## config.mk

```make
export PLATFORM = sky130hd
export DESIGN_NAME = config_chain_loader_flat
export DESIGN_NICKNAME = d
export VERILOG_FILES = /design/src/rtl/config_chain_loader_if.sv /design/src/rtl/config_chain_loader.sv /design/src/flat_wrapper.sv
export SDC_FILE = /design/constraint.sdc
export NUM_CORES = 1
export LEC_CHECK = 0
export ABC_AREA = 1
export BUFFER_PORTS_ARGS = -buffer_cell sky130_fd_sc_hd__buf_4
export CAP_MARGIN = 20
export CORE_ASPECT_RATIO = 1.4
export CORE_MARGIN = 4
export CORE_UTILIZATION = 35
export CTS_BUF_LIST = sky130_fd_sc_hd__clkbuf_2
export CTS_CLUSTER_DIAMETER = 100
export DETAILED_ROUTE_END_ITERATION = 6
export HOLD_SLACK_MARGIN = 0.15
export SLEW_MARGIN = 25
export SYNTH_ARGS = -nofsm -noshare
export SYNTH_HDL_FRONTEND = slang
export SYNTH_SLANG_ARGS = --single-unit
```

## constraint.sdc

```tcl
create_clock -name clk -period 3.5 [get_ports clk]
set_input_delay 1.05 -clock clk [delete_from_list [all_inputs] [get_ports clk]]
set_output_delay 1.05 -clock clk [all_outputs]
set_load 0.02 [all_outputs]
```

## src/rtl/config_chain_loader_if.sv

```systemverilog
// Host word interface for config_chain_loader.
// Ports (signals):
//   word_in    - configuration word, bit 0 is shifted into the chain first
//   word_valid - word_in holds a valid word
//   word_ready - loader accepts word_in on an edge where valid & ready
// Handshake: a word transfers on every clk edge where word_valid and
// word_ready are both 1. word_ready never depends on word_valid, and the
// host may raise word_valid at any time and holds word_in stable while it
// is high.
interface config_chain_loader_if #(
  parameter int WORD_W = 32
);
  logic [WORD_W-1:0] word_in;
  logic              word_valid;
  logic              word_ready;

  modport master (output word_in, output word_valid, input word_ready);
  modport slave  (input word_in, input word_valid, output word_ready);
endinterface

```

## src/rtl/config_chain_loader.sv

```systemverilog
// Serial configuration chain loader.
// Serializes host words LSB first into a PE-array configuration chain and
// gates chain shifting through cfg_shift (ICG enable). An optional verify
// pass rotates the chain once through itself and compares a CRC-8 of the
// read-back bits against the CRC-8 of the loaded bits.
// Ports:
//   clk, reset   - clock, synchronous active-low reset
//   start        - begin a load (sampled in IDLE only)
//   verify_en    - sampled with start, run a verify pass after the load
//   host_if      - word_in / word_valid / word_ready handshake (slave side)
//   cfg_bit      - bit driven into the chain config_in
//   cfg_shift    - chain shift enable, chain shifts at the end of the cycle
//   chain_out    - chain config_out (last cell)
//   busy         - high in LOAD and VERIFY
//   done         - one-cycle pulse at completion
//   error        - verify CRC mismatch, sticky until the next accepted start
//   dbg_state_o  - current FSM state (0 IDLE, 1 LOAD, 2 VERIFY)
module config_chain_loader #(
  parameter int CHAIN_LEN = 14,
  parameter int WORD_W    = 32,
  parameter int CNT_W     = 16
) (
  input  logic                    clk,
  input  logic                    reset,
  input  logic                    start,
  input  logic                    verify_en,
  config_chain_loader_if.slave    host_if,
  output logic                    cfg_bit,
  output logic                    cfg_shift,
  input  logic                    chain_out,
  output logic                    busy,
  output logic                    done,
  output logic                    error,
  output logic [1:0]              dbg_state_o
);

  typedef enum logic [1:0] {
    S_IDLE   = 2'd0,
    S_LOAD   = 2'd1,
    S_VERIFY = 2'd2
  } state_e;

  localparam logic [CNT_W-1:0] LEN_C  = CNT_W'(CHAIN_LEN);
  localparam logic [CNT_W-1:0] WORD_C = CNT_W'(WORD_W);
  localparam logic [CNT_W-1:0] ONE_C  = CNT_W'(1);

  state_e            state_q;
  logic [WORD_W-1:0] buf_q;
  logic [CNT_W-1:0]  cnt_q;        // bits left in buf_q
  logic [CNT_W-1:0]  bits_left_q;  // load shifts still to issue
  logic [CNT_W-1:0]  unbuf_q;      // chain bits not yet taken from the host
  logic [CNT_W-1:0]  ver_left_q;
  logic [7:0]        load_crc_q;
  logic [7:0]        rb_crc_q;
  logic              verify_q;
  logic              done_q;
  logic              error_q;

  logic              shift_load_d;
  logic              accept_d;
  logic [CNT_W-1:0]  take_d;
  logic [7:0]        load_crc_d;
  logic [7:0]        rb_crc_d;

  function automatic logic [7:0] crc8_step(input logic [7:0] crc, input logic b);
    logic fb;
    fb = crc[7] ^ b;
    return {crc[6:0], 1'b0} ^ (fb ? 8'h07 : 8'h00);
  endfunction

  always_comb begin
    shift_load_d = (state_q == S_LOAD) && (cnt_q != '0);
    cfg_shift    = shift_load_d || (state_q == S_VERIFY);
    // Verify rotates the chain: its own output is fed straight back in.
    cfg_bit      = (state_q == S_VERIFY) ? chain_out :
                   (state_q == S_LOAD)   ? buf_q[0]  : 1'b0;
    // A new word may land in the same cycle the last buffered bit leaves,
    // which keeps shifting continuous across word boundaries.
    host_if.word_ready = (state_q == S_LOAD) && (unbuf_q != '0) &&
                         ((cnt_q == '0) || ((cnt_q == ONE_C) && shift_load_d));
    accept_d     = host_if.word_ready && host_if.word_valid;
    // The final word only contributes the bits the chain still needs.
    take_d       = (unbuf_q < WORD_C) ? unbuf_q : WORD_C;
    load_crc_d   = crc8_step(load_crc_q, buf_q[0]);
    rb_crc_d     = crc8_step(rb_crc_q, chain_out);
  end

  always_ff @(posedge clk) begin
    if (!reset) begin
      state_q     <= S_IDLE;
      buf_q       <= '0;
      cnt_q       <= '0;
      bits_left_q <= '0;
      unbuf_q     <= '0;
      ver_left_q  <= '0;
      load_crc_q  <= 8'h00;
      rb_crc_q    <= 8'h00;
      verify_q    <= 1'b0;
      done_q      <= 1'b0;
      error_q     <= 1'b0;
    end else begin
      done_q <= 1'b0;
      case (state_q)
        S_IDLE: begin
          if (start) begin
            state_q     <= S_LOAD;
            bits_left_q <= LEN_C;
            unbuf_q     <= LEN_C;
            cnt_q       <= '0;
            load_crc_q  <= 8'h00;
            error_q     <= 1'b0;
            verify_q    <= verify_en;
          end
        end
        S_LOAD: begin
          if (shift_load_d) begin
            buf_q       <= buf_q >> 1;
            cnt_q       <= cnt_q - ONE_C;
            bits_left_q <= bits_left_q - ONE_C;
            load_crc_q  <= load_crc_d;
            if (bits_left_q == ONE_C) begin
              if (verify_q) begin
                state_q    <= S_VERIFY;
                ver_left_q <= LEN_C;
                rb_crc_q   <= 8'h00;
              end else begin
                state_q <= S_IDLE;
                done_q  <= 1'b1;
              end
            end
          end
          // Acceptance only happens when the buffer empties this cycle,
          // so it safely overrides the shift update above.
          if (accept_d) begin
            buf_q   <= host_if.word_in;
            cnt_q   <= take_d;
            unbuf_q <= unbuf_q - take_d;
          end
        end
        S_VERIFY: begin
          rb_crc_q   <= rb_crc_d;
          ver_left_q <= ver_left_q - ONE_C;
          if (ver_left_q == ONE_C) begin
            state_q <= S_IDLE;
            done_q  <= 1'b1;
            error_q <= (rb_crc_d != load_crc_q);
          end
        end
        default: state_q <= S_IDLE;
      endcase
    end
  end

  assign busy        = (state_q != S_IDLE);
  assign done        = done_q;
  assign error       = error_q;
  assign dbg_state_o = state_q;

endmodule

```

## src/flat_wrapper.sv

```systemverilog
// flat-port wrapper written by rule: the top's interface ports become plain ports
module config_chain_loader_flat 
#(
  parameter int CHAIN_LEN = 14,
  parameter int WORD_W    = 32,
  parameter int CNT_W     = 16
)
  (clk, reset, start, verify_en, cfg_bit, cfg_shift, chain_out, busy, done, error, dbg_state_o, host_if_word_in, host_if_word_valid, host_if_word_ready);
  config_chain_loader_if #(.WORD_W(WORD_W)) host_if_i ();
  input  logic clk;
  input  logic reset;
  input  logic start;
  input  logic verify_en;
  output logic cfg_bit;
  output logic cfg_shift;
  input  logic chain_out;
  output logic busy;
  output logic done;
  output logic error;
  output logic [1:0] dbg_state_o;
  input wire logic [$bits(host_if_i.word_in)-1:0] host_if_word_in;
  input wire logic [$bits(host_if_i.word_valid)-1:0] host_if_word_valid;
  output wire logic [$bits(host_if_i.word_ready)-1:0] host_if_word_ready;
  assign host_if_i.word_in = host_if_word_in;
  assign host_if_i.word_valid = host_if_word_valid;
  assign host_if_word_ready = host_if_i.word_ready;
  config_chain_loader #(.CHAIN_LEN(CHAIN_LEN), .WORD_W(WORD_W), .CNT_W(CNT_W)) u_core (.clk(clk), .reset(reset), .start(start), .verify_en(verify_en), .host_if(host_if_i), .cfg_bit(cfg_bit), .cfg_shift(cfg_shift), .chain_out(chain_out), .busy(busy), .done(done), .error(error), .dbg_state_o(dbg_state_o));
endmodule
```

==> flow_summary.json, run 1 <==
{
  "totalPowerFinal_mw": 6.08,
  "finalCritPeriodShare_pct": 93.0,
  "dr_wl_met2_um": 7370,
  "design.die.area_um2": 20300,
  "dp_cells": 1195,
  "synth-edff-count": 0,
  "drtIter0Drc": 349,
  "cpPeakStageDelay_ps": 370,
  "rsz0062_at_grt": "no",
  "globalRouteOverflowTotal": 0,
  "core_area_um2": 17500,
  "ys_ff_latch": 117,
  "layout-drive-gt1-share_pct": 11.7,
  "syn-num-nets": 991,
  "clkTransAtPathRegs_ps": 180,
  "multi_input_area_um2": 3520,
  "wl_met3_um": 539,
  "dr_total_vias": 5915,
  "top_layer": "met4",
  "fin_area_um2": 7080,
  "grt_max_degree": 55,
  "syn_area_um2": 6320,
  "crit_slowest_cell": "dfxtp_1",
  "worstPathArrival_ps": 2200,
  "clk_path_buf_depth": 2,
  "cts.sinks": 117,
  "cts_root_buf": "clkbuf_2",
  "leakage_nw": 2.98,
  "critPathMaxFanout": 11,
  "synth.distinct_cells": 43,
  "grt_antenna_before_repair": 1,
  "relSlewSlack_pct": 45.2,
  "cp.required_ps": 2450,
  "path_cells": "inv_1 > ha_2 > buf_4 > nand2_2 > nor2_4 > nand2_1 > inv_1 > buf_4",
  "die_y_um": 167,
  "yosysSeqAreaShare_pct": 37.1,
  "cp-end-kind": "output port",
  "grt_usage_pct": 15.7,
  "cts_max_level": 4,
  "fin_setup_tns_ps": 0,
  "yosys_warnings": 0,
  "ant_nets": 0,
  "r2r_slack_ps": 720,
  "final_util_pct": 40.4,
  "routed_via_density": 4.80,
  "hold_viol_final": 0,
  "fin_cells": 1232,
  "worst_clock_skew_ps": 36.2,
  "outcome": "finished with violations",
  "dpl_cell_area_um2": 6840,
  "cts_tree": "done",
  "failed_checks": "DRC",
  "final_common_cell": "nand2_1",
  "layout_min_cycle_time_ps": 3250,
  "critPathLaunchType": "register",
  "r2r_cells": 10,
  "maxCapViolCount": 0,
  "hpwl_um": 10700,
  "synthCells": 942,
  "remaining_drc_errors": 1,
  "syn_avg_cell_area_um2": 6.71,
  "vdd_drop_max_mv": 0.238,
  "die_w_um": 122,
  "r2r-start": "u_core.dbg_state_o[1]",
  "m1WireLength_um": 6920,
  "numPortBuffers": 45,
  "cp-endpoint": "host_if_word_ready",
  "finalHoldWorstSlack_ps": 477,
  "routedWlPerCell_um": 12.3,
  "hold_path.class": "register to register",
  "pre_cts_ws_ps": 676,
  "seq_area_um2": 2340,
  "async_flop_share_pct": 0,
  "path_class": "register to output port",
  "setup_viol": 0,
  "firstDrtPassIters": 7,
  "grt_pass1_wl_um": 26400,
  "worst_slew_pin_slew_ps": 814,
  "p_per_area_nw_per_um2": 859,
  "numCtsBuffers": 17,
  "layout.nets": 1030,
  "cts_hold_buf": 0,
  "insertion_delay_ps": 690,
  "rows": 57,
  "io_pins": 46,
  "start_util_pct": 36.0,
  "syn_to_final_growth_pct": 12.1,
  "layout_setup_ws_ps": 246,
  "wl_um": 15100,
  "gp_congestion": 0.841,
  "drv_slew": 0,
  "fillerInstances": 1918,
  "layout_common_cells": "nand2_1 (260), nor2_1 (144), dfxtp_1 (117)",
  "r2r_end": "u_core.rb_crc_q[0]",
  "ys.flop_type": "dfxtp_1",
  "timing.fmax_ghz": 0.307,
  "grt_pass1_vias": 5789,
  "timing.critical_path.from": "u_core.dbg_state_o[1]"
}
## worst max-delay path, delay by kind of cell, from the launching register on
family        cells  cell delay [ps]
simple gates      3              320
fa+ha+maj         1              290
flops             1              370
buf+inv           4              530
## worst min path at each step
stage                                       end  slack [ps]  cells after the start                   from
after floorplan               u_core.unbuf_q[3]         440                      2      u_core.unbuf_q[3]
after global placement    u_core.bits_left_q[6]         460                      1  u_core.bits_left_q[6]
after detailed placement  u_core.ver_left_q[12]         460                      2  u_core.ver_left_q[12]
after CTS                      u_core.buf_q[20]         480                      2       u_core.buf_q[21]
after global routing           u_core.buf_q[11]         510                      2       u_core.buf_q[12]
final                          u_core.buf_q[22]         480                      2       u_core.buf_q[23]
## timing repair
action	CTS	global route
hold endpoints to repair	0	0
resized for setup	0	5
buffers inserted	0	3
endpoints found under the setup margin	0	3
## flip-flops by register name, summed over array words and instances (netlist names)
register / cells
u_core.bits_left_q: 16
u_core.buf_q: 32
u_core.cnt_q: 16
u_core.dbg_state_o: 2
u_core.done: 1
u_core.error: 1
u_core.load_crc_q: 8
u_core.rb_crc_q: 8
u_core.unbuf_q: 16
u_core.ver_left_q: 16
u_core.verify_q: 1
## synth_stat cells, types with 4 or more instances
master / number / area, um^2
nand2_2: 4 / 25.0
buf_4: 5 / 37.5
xnor2_1: 21 / 184
inv_1: 66 / 248
a31oi_1: 35 / 219
o21ai_1: 9 / 45.0
a21oi_1: 55 / 275
nand4_1: 6 / 37.5
nand3_1: 43 / 215
dfxtp_1: 117 / 2340
nor3_1: 21 / 105
buf_2: 14 / 70.1
nand2_1: 260 / 976
o21ai_0: 50 / 250
nor2_1: 146 / 548
xor2_1: 22 / 193
clkbuf_1: 13 / 48.8
ha_1: 11 / 138
## where the power goes
group	switching (mW)	internal, mW
clock	0.545	0.250
sequential	0.250	1.63
combinational	2.19	1.21
## logic make-up (layout without fill, tap and decap cells)
logic type / count (synthesis) / in the layout / share of synthesized area (%)
other cells: 1 / 3 / 0.0593
simple gates: 498 / 498 / 32.9
fa+ha+maj: 11 / 11 / 2.18
flops: 117 / 117 / 37.1
buf+inv: 108 / 160 / 7.34
compound gates: 164 / 164 / 14.5
xor+xnor: 43 / 43 / 5.96
## area by class of cell
type                       instances  share of cell area (%)
antenna                            2                  0.0707
clock buffer                      18                    1.27
clock inverter                    14                    1.57
inverter                          70                    3.76
multi-input combinational        717                    49.8
sequential                       117                    33.1
tap                              236                    4.17
timing repair buffer              58                    6.32
## layer usage
| metal | vias to the layer above | GRT usage (%) |
|---|---|---|
| met5 | - | 0 |
| met4 | 0 | 5.80 |
| met3 | 17 | 3.22 |
| met2 | 107 | 26.9 |
| met1 | 2653 | 19.2 |
| li1 | 3138 | - |
No activity file was read; power rests on OpenSTA's default activity.
==> inputs of run 2 (changes only) <==
clock period = 3.2 ns   (was 3.5 ns; I/O delays follow)
==> run 2 against run 1 <==
  * Non-clock buffer count increased by 2
  * The flow now finishes without violations
  * Design area rose by 0.71%
  * Wire length down 1.3%
  * Sequential cell count did not move
  * Critical path depth unchanged
  * Count of clock-buffer cells in the layout fell by 1
  * Clock power up 19%
  * Highest routed layer unchanged
  * Cell count about the same
  * Total power increased by 11%
==> flow_summary.json, run 2 (synthesis gave the netlist of run 1 again) <==
{
  "critical_path.most_common_cell": "nand2_2",
  "gp_congestion": 0.855,
  "grt_max_degree": 55,
  "path_cells": "inv_1 > ha_1 > buf_6 > nand2_2 > nor2_4 > nand2_2 > inv_2 > buf_4",
  "globalRouteOverflowTotal": 0,
  "cp-endpoint": "host_if_word_ready",
  "routedWlPerCell_um": 12.1,
  "worst_clock_skew_ps": 49.0,
  "cts_tree": "done",
  "cts.sinks": 117,
  "layout_min_cycle_time_ps": 3020,
  "cp-end-kind": "output port",
  "drtIter0Drc": 347,
  "ant_nets": 0,
  "syn_to_final_growth_pct": 12.8,
  "finalCritPeriodShare_pct": 94.3,
  "numPortBuffers": 45,
  "cp.required_ps": 2240,
  "setup_viol": 0,
  "io_pins": 46,
  "grt_pass1_wl_um": 25500,
  "final_common_cell": "nand2_1",
  "grt_usage_pct": 15.1,
  "cts_root_buf": "clkbuf_2",
  "drv_slew": 0,
  "hold_viol_final": 0,
  "path_class": "register to output port",
  "rows": 57,
  "hpwl_um": 10600,
  "r2r_end": "u_core.rb_crc_q[1]",
  "leakage_nw": 3.02,
  "final_util_pct": 40.7,
  "critPathLaunchType": "register",
  "core_area_um2": 17500,
  "r2r_cells": 10,
  "numCtsBuffers": 17,
  "firstDrtPassIters": 7,
  "layout_common_cells": "nand2_1 (258), nor2_1 (142), dfxtp_1 (112)",
  "die_w_um": 122,
  "crit_slowest_cell": "dfxtp_1",
  "grt_pass1_vias": 5600,
  "clkTransAtPathRegs_ps": 190,
  "r2r_slack_ps": 890,
  "remaining_drc_errors": 0,
  "clk_path_buf_depth": 2,
  "rsz0062_at_grt": "no",
  "die_y_um": 167,
  "fillerInstances": 1967,
  "relSlewSlack_pct": 56.4,
  "timing.fmax_ghz": 0.331,
  "cts_hold_buf": 0,
  "vdd_drop_max_mv": 0.312,
  "wl_um": 14900,
  "hold_path.class": "register to register",
  "worstPathArrival_ps": 2060,
  "cts_max_level": 4,
  "design.die.area_um2": 20300,
  "largest_register": "u_core.buf_q",
  "fin_setup_tns_ps": 0,
  "dr_total_vias": 5965,
  "start_util_pct": 36.0,
  "maxCapViolCount": 0,
  "finalHoldWorstSlack_ps": 474,
  "insertion_delay_ps": 700,
  "r2r-start": "u_core.dbg_state_o[1]",
  "critPathMaxFanout": 18,
  "routed_via_density": 4.84,
  "layout-drive-gt1-share_pct": 13.0,
  "p_per_area_nw_per_um2": 947,
  "cpPeakStageDelay_ps": 380,
  "grt_antenna_before_repair": 1,
  "layout.nets": 1032,
  "timing.critical_path.from": "u_core.dbg_state_o[1]",
  "outcome": "finished, final reports clean",
  "largest_register_ffs": 32,
  "worst_slew_pin_slew_ps": 654
}
==> run 2: stage by stage <==
| step | worst slack, ps | total power [mW] | area [um^2] | cells |
|---|---|---|---|---|
| after floorplan | 758 | 5.06 | 6320 | 942 |
| after global placement | 692 | 5.77 | 6860 | 1199 |
| after detailed placement | 682 | 5.80 | 6860 | 1199 |
| after CTS | 28.2 | 6.79 | 7100 | 1232 |
| after global routing | 5.73 | 7.47 | 7130 | 1233 |
| final | 182 | 6.75 | 7130 | 1233 |
==> run 2: layout make-up <==
class	instances	area [um^2]	share of cell area (%)
antenna	1	2.50	0.0351
clock inverter	15	139	1.95
clock buffer	17	85.1	1.19
timing repair buffer	60	454	6.37
tap	236	295	4.14
multi-input combinational	717	3540	49.7
inverter	70	267	3.74
sequential	117	2350	32.9
==> run 2: power breakdown <==
part	switching (mW)	internal, mW
registers	0.281	1.79
logic	2.40	1.34
clock network	0.597	0.348
==> run 2: worst min path at each step <==
stage / slack [ps] / to / startpoint / cells past startpoint
2_1_floorplan: 440 / u_core.unbuf_q[3] / u_core.unbuf_q[3] / 2
3_3_place_gp: 450 / u_core.ver_left_q[12] / u_core.ver_left_q[12] / 2
3_5_place_dp: 460 / u_core.ver_left_q[12] / u_core.ver_left_q[12] / 2
4_1_cts: 430 / u_core.buf_q[9] / host_if_word_in[9] / 3
5_1_grt: 420 / u_core.buf_q[8] / host_if_word_in[8] / 3
6_report: 470 / u_core.buf_q[25] / u_core.buf_q[26] / 2
==> run 2: timing repair <==
item	CTS	global route
endpoints found under the setup margin	3	2
setup buffers	1	0
pin swaps	0	1
resized for setup	4	14
==> run 2: critical path: cells and delay by family, from the launching register on <==
kind          cells  cell delay (ps)
fa+ha+maj         1              180
buf+inv           4              500
flops             1              380
simple gates      3              310
==> run 2: layer usage <==
| metal | part of all wire [%] | track usage (%) | wire length [um] |
|---|---|---|---|
| met5 | 0 | 0 | 0 |
| met4 | 0.76 | 4.73 | 113 |
| met3 | 3.9 | 3.80 | 576 |
| met2 | 48 | 25.2 | 7170 |
| met1 | 47 | 19.1 | 7060 |
